**config.mk**
```make
export PLATFORM = sky130hd
export DESIGN_NAME = fetch_unit
export DESIGN_NICKNAME = d
export VERILOG_FILES = /design/src/rtl/fetch_unit.sv
export SDC_FILE = /design/constraint.sdc
export NUM_CORES = 1
export LEC_CHECK = 0
export ABC_AREA = 1
export ABC_CLOCK_PERIOD_IN_PS = 3500
export CAP_MARGIN = 20
export CORE_MARGIN = 8
export CORE_UTILIZATION = 35
export CTS_CLUSTER_DIAMETER = 30
export CTS_CLUSTER_SIZE = 25
export DETAILED_ROUTE_END_ITERATION = 16
export HOLD_SLACK_MARGIN = 0.12
export RECOVER_POWER = 50
export REMOVE_ABC_BUFFERS = 1
export SYNTH_ARGS = -nofsm -noshare
export SYNTH_HDL_FRONTEND = slang
export SYNTH_SLANG_ARGS = --single-unit
export TNS_END_PERCENT = 1
```
**constraint.sdc**
```tcl
create_clock -name clk -period 3.5 [get_ports clk]
set_input_delay 1.05 -clock clk [delete_from_list [all_inputs] [get_ports clk]]
set_output_delay 1.05 -clock clk [all_outputs]
set_load 0.02 [all_outputs]
```
**src/rtl/fetch_unit.sv**
```systemverilog
// Instruction fetch stage: owns the PC, issues one outstanding imem request at a time,
// and buffers returned words in a small FIFO presented to decode.
module fetch_unit #(
  parameter int unsigned           INST_WIDTH = 32,
  parameter int unsigned           ADDR_WIDTH = 32,
  parameter logic [ADDR_WIDTH-1:0] RESET_PC   = '0,
  parameter int unsigned           FIFO_DEPTH = 2
) (
  input  logic                  clk,
  input  logic                  reset,
  input  logic                  system_stall,
  input  logic                  redirect_valid,
  input  logic [ADDR_WIDTH-1:0] redirect_pc,
  output logic                  imem_req,
  output logic [ADDR_WIDTH-1:0] imem_addr,
  input  logic                  imem_gnt,
  input  logic                  imem_rsp_valid,
  input  logic [INST_WIDTH-1:0] imem_rsp_data,
  output logic [INST_WIDTH-1:0] instruction,
  output logic [ADDR_WIDTH-1:0] inst_pc,
  output logic                  inst_valid
);

  localparam int unsigned PTR_W = $clog2(FIFO_DEPTH);
  localparam int unsigned CNT_W = PTR_W + 1;
  localparam logic [INST_WIDTH-1:0] NOP = INST_WIDTH'(32'h0000_0013);

  typedef enum logic [1:0] {
    S_IDLE,
    S_REQ,
    S_WAIT
  } state_t;

  state_t                state_q, state_d;
  logic [ADDR_WIDTH-1:0] pc_q, pc_d;
  logic [ADDR_WIDTH-1:0] req_pc_q;
  logic                  drop_q, drop_d;
  logic                  granted;
  logic                  push;
  logic                  pop;
  logic [ADDR_WIDTH-1:0] redir_pc;

  logic [INST_WIDTH-1:0] buf_data [FIFO_DEPTH];
  logic [ADDR_WIDTH-1:0] buf_pc   [FIFO_DEPTH];
  logic [PTR_W-1:0]      rd_ptr, wr_ptr;
  logic [CNT_W-1:0]      count;

  assign redir_pc = redirect_pc & ~ADDR_WIDTH'(3);
  assign pop      = inst_valid & ~system_stall;

  always_comb begin
    state_d = state_q;
    pc_d    = pc_q;
    drop_d  = drop_q;
    granted = 1'b0;
    push    = 1'b0;
    case (state_q)
      // Only issue when the FIFO has room; nothing else can be pushed until this
      // request's response, so a response never meets a full buffer.
      S_IDLE: if (!redirect_valid && (count < CNT_W'(FIFO_DEPTH))) state_d = S_REQ;
      S_REQ: begin
        if (imem_gnt) begin
          granted = 1'b1;
          state_d = S_WAIT;
          pc_d    = pc_q + ADDR_WIDTH'(4);
        end
      end
      S_WAIT: begin
        if (imem_rsp_valid) begin
          push    = !drop_q && !redirect_valid;
          state_d = S_IDLE;
          drop_d  = 1'b0;
        end
      end
      default: state_d = S_IDLE;
    endcase
    if (redirect_valid) begin
      pc_d = redir_pc;
      // A grant still owes us a response: keep waiting for it, but throw it away.
      if (granted || (state_q == S_WAIT && !imem_rsp_valid)) begin
        state_d = S_WAIT;
        drop_d  = 1'b1;
      end else begin
        state_d = S_IDLE;
        drop_d  = 1'b0;
      end
    end
  end

  always_ff @(posedge clk or negedge reset) begin
    if (!reset) begin
      state_q  <= S_IDLE;
      pc_q     <= RESET_PC;
      req_pc_q <= '0;
      drop_q   <= 1'b0;
    end else begin
      state_q <= state_d;
      pc_q    <= pc_d;
      drop_q  <= drop_d;
      if (granted) req_pc_q <= pc_q;
    end
  end

  always_ff @(posedge clk or negedge reset) begin
    if (!reset) begin
      rd_ptr <= '0;
      wr_ptr <= '0;
      count  <= '0;
    end else if (redirect_valid) begin
      rd_ptr <= '0;
      wr_ptr <= '0;
      count  <= '0;
    end else begin
      if (push) wr_ptr <= wr_ptr + PTR_W'(1);
      if (pop)  rd_ptr <= rd_ptr + PTR_W'(1);
      case ({push, pop})
        2'b10:   count <= count + CNT_W'(1);
        2'b01:   count <= count - CNT_W'(1);
        default: count <= count;
      endcase
    end
  end

  always_ff @(posedge clk) begin
    if (push) begin
      buf_data[wr_ptr] <= imem_rsp_data;
      buf_pc[wr_ptr]   <= req_pc_q;
    end
  end

  assign imem_req    = (state_q == S_REQ);
  assign imem_addr   = pc_q;
  assign inst_valid  = (count != '0);
  assign instruction = inst_valid ? buf_data[rd_ptr] : NOP;
  assign inst_pc     = inst_valid ? buf_pc[rd_ptr] : '0;

endmodule

```
==> results.sh <==
export IMPL_arrival_ns=2.28
export IMPL_yosysTopAreaCell="edfxtp_1"
export IMPL_synth_seq_cells=191
export IMPL_antenna_left=0
export IMPL_overflow=0
export IMPL_setup_worst_path_start_class="register"
export IMPL_holdWs_ns=0.467
export IMPL_die_y_um=170
export IMPL_setup_viol_count_final=0
export IMPL_clock_latency_ns=0.43
export IMPL_hp_start="req_pc_q[5]"
export IMPL_dp_cells=1307
export IMPL_dp_slack_ns=0.488
export IMPL_clockBufferDepth=2
export IMPL_p_per_area_mw_per_mm2=696
export IMPL_grt_max_degree=61
export IMPL_fmaxAchievable_mhz=301
export IMPL_syn_area_mm2=0.00827
export IMPL_mostFrequentLayoutCells="nand2_1, clkdlybuf4s50_1, edfxtp_1, a21oi_1, dfrtp_1"
export IMPL_grt_total_usage_pct=15.3
export IMPL_cts_tree="built"
export IMPL_gp_congestion=0.852
export IMPL_ys_types=29
export IMPL_drive_gt1_share_pct=6.47
export IMPL_drv_cap=0
export IMPL_cts_resized_gates=0
export IMPL_dp_hpwl_um=15300
export IMPL_path_max_fanout=21
export IMPL_clk_pin_slew_ns=0.07
export IMPL_cp_num_buf_inv=2
export IMPL_cts_hold_buf=0
export IMPL_final_min_clock_period_ns=3.33
export IMPL_hold_path_end="buf_pc[1][5]"
export IMPL_fin_cells=1340
export IMPL_antenna_found_initial=1
export IMPL_cp_end_kind="primary output"
export IMPL_ys_warnings_count=0
export IMPL_fin_skew_ns=0.00758
export IMPL_yosys_top_cells_area="edfxtp_1, dfrtp_1, nand2_1, a21oi_1, nand3_1"
export IMPL_portBuffers=161
export IMPL_grt_pass1_vias=6078
export IMPL_crit_required_ns=2.45
export IMPL_status="completed"
export IMPL_num_rows=56
export IMPL_via_per_inst=4.61
export IMPL_setup_ws_ns=0.174
export IMPL_grt_pass1_wl_um=34200
export IMPL_final_common_cell="nand2_1"
export IMPL_postCtsSetupBuffers=0
export IMPL_ctsRootBufferMaster="clkbuf_16"
export IMPL_wl_per_cell_um=16.4
export IMPL_cp_top_family="buffers and inverters"
export IMPL_ios=168
export IMPL_hold_path_depth=0
export IMPL_core_mm2=0.0233
export IMPL_numClockSinks=191
export IMPL_hold_path_class="register to register"
export IMPL_h_tree_depth=4
export IMPL_dieArea_mm2=0.0288
export IMPL_maxSlewViolCount=0
export IMPL_reg2reg_slack_ns=1.37
export IMPL_dieWidth_um=170
export IMPL_vdd_drop_max_v=0.000292
export IMPL_final_period_utilization_pct=95.0
export IMPL_max_stage_delay_ns=0.56
export IMPL_first_pass_iters=5
export IMPL_rsz0062_at_grt="false"
export IMPL_worstSetupPathType="register to primary output"
export IMPL_r2r_cells=6
export IMPL_synth_seq_area_share_pct=65.3
export IMPL_crit_chain="nor2_4, buf_4, a21oi_1, clkdlybuf4s50_1"
export IMPL_r2r_end="drop_q"
export IMPL_drt_total_wl_um=21900
export IMPL_nets=1078
export IMPL_worst_pin_slew_ns=1.33
export IMPL_drtIter0Drc=386
export IMPL_slew_headroom_pct=11.4
export IMPL_syn_avg_cell_area_um2=9.79
export IMPL_leakage_nw=4.27
export IMPL_finalHoldViolCount=0
export IMPL_route_detailed_drc=0
export IMPL_vias=6182
export IMPL_start_util_pct=35.4
export IMPL_synth_top_cell_area_share_pct=45.0
export IMPL_syn_to_final_growth_pct=31.5
export IMPL_crit_slowest_cell="clkdlybuf4s50_1"
export IMPL_synth_cells=845
export IMPL_numCtsBuffers=17
export IMPL_reg2reg_from="state_q[0]"
## synthesized netlist by cell type
cell        n
nand2_1   294
edfxtp_1  124
a21oi_1    67
dfrtp_1    67
inv_1      61
nand3_1    53
o21ai_0    53
nor2_1     45
clkbuf_1   21
buf_2       7
nor2_4      7
buf_4       6
nand2_2     6
xor2_1      5
inv_2       4
nand4_1     4
buf_1       3
nor2_2      3
nand2_4     2
nor3_1      2
o21ai_1     2
o21bai_1    2
a22o_1      1
and2_1      1
conb_1      1
ha_1        1
o211ai_1    1
o221ai_1    1
o31ai_1     1
## where the power goes
| group | total, mW | switching (mW) | internal (mW) |
|---|---|---|---|
| Clock | 1.97 | 0.839 | 1.13 |
| Combinational | 2.54 | 1.53 | 1.00 |
| Sequential | 3.06 | 0.259 | 2.80 |
## cells by family after synthesis
family,count (synthesis),synth area share (%)
other,1,0.0453
adders and majority gates,1,0.151
and+or+nand+nor,417,21.0
DFF,191,65.3
xor gates and xnor gates,5,0.530
AOI/OAI and AO/OA,128,7.96
buffers and inverters,102,5.01
## state kept, by name (all words and copies together), names as in the netlist
| name | cells |
|---|---|
| buf_data | 64 |
| buf_pc | 60 |
| imem_addr | 30 |
| req_pc_q | 30 |
| count | 2 |
| state_q | 2 |
| drop_q | 1 |
| rd_ptr | 1 |
| wr_ptr | 1 |
## cell type report
| class | instances | area, µm² |
|---|---|---|
| Tap cell | 319 | 399 |
| Sequential cell | 191 | 5400 |
| Fill cell | 2228 | 12500 |
| Timing Repair Buffer | 177 | 1750 |
| Inverter | 65 | 244 |
| Antenna cell | 1 | 2.50 |
| Multi-Input combinational cell | 555 | 2480 |
| Clock buffer | 19 | 433 |
| Clock inverter | 13 | 161 |
## worst register-to-register path: stages (launching register included)
cell and delay [ns]:
dfrtp_1 0.40, nand2_2 0.11, inv_2 0.05, nand2_1 0.09, clkbuf_2 0.83, o21ai_0 0.29
a22o_1 0.25
## layer usage
layer / wire length (µm) / track usage (%) / vias up
met1: 9610 / 19.1 / 2923
li1: - / - / 3109
met5: 0 / 0 / -
met2: 11000 / 26.3 / 129
met3: 963 / 3.44 / 21
met4: 342 / 4.46 / 0
## metrics by stage
step | cell area, µm² | util, % | power (mW) | TNS [ns]
4_1_cts | 10900 | 46.7 | 7.70 | 0
5_1_grt | 10900 | 46.6 | 8.00 | 0
2_1_floorplan | 8110 | - | 4.37 | -130.39
6_report | 10900 | 46.6 | 7.57 | 0
3_3_place_gp | 10300 | 44.2 | 5.67 | 0
3_5_place_dp | 10300 | 44.2 | 5.71 | 0
## how the worst max path moves through the flow
stage              startpoint              to  slack [ns]  depth (start not counted)
3_5_place_dp   redirect_valid   imem_addr[13]        0.49                          7
5_1_grt        redirect_valid   imem_addr[11]        0.04                          7
6_report             count[0]      inst_pc[4]        0.17                          4
3_3_place_gp   redirect_valid   imem_addr[11]        0.52                          7
4_1_cts              count[0]      inst_pc[4]        0.10                          4
2_1_floorplan  redirect_valid  buf_data[1][0]       -0.92                          3
Power figures use the tool's default switching activity.
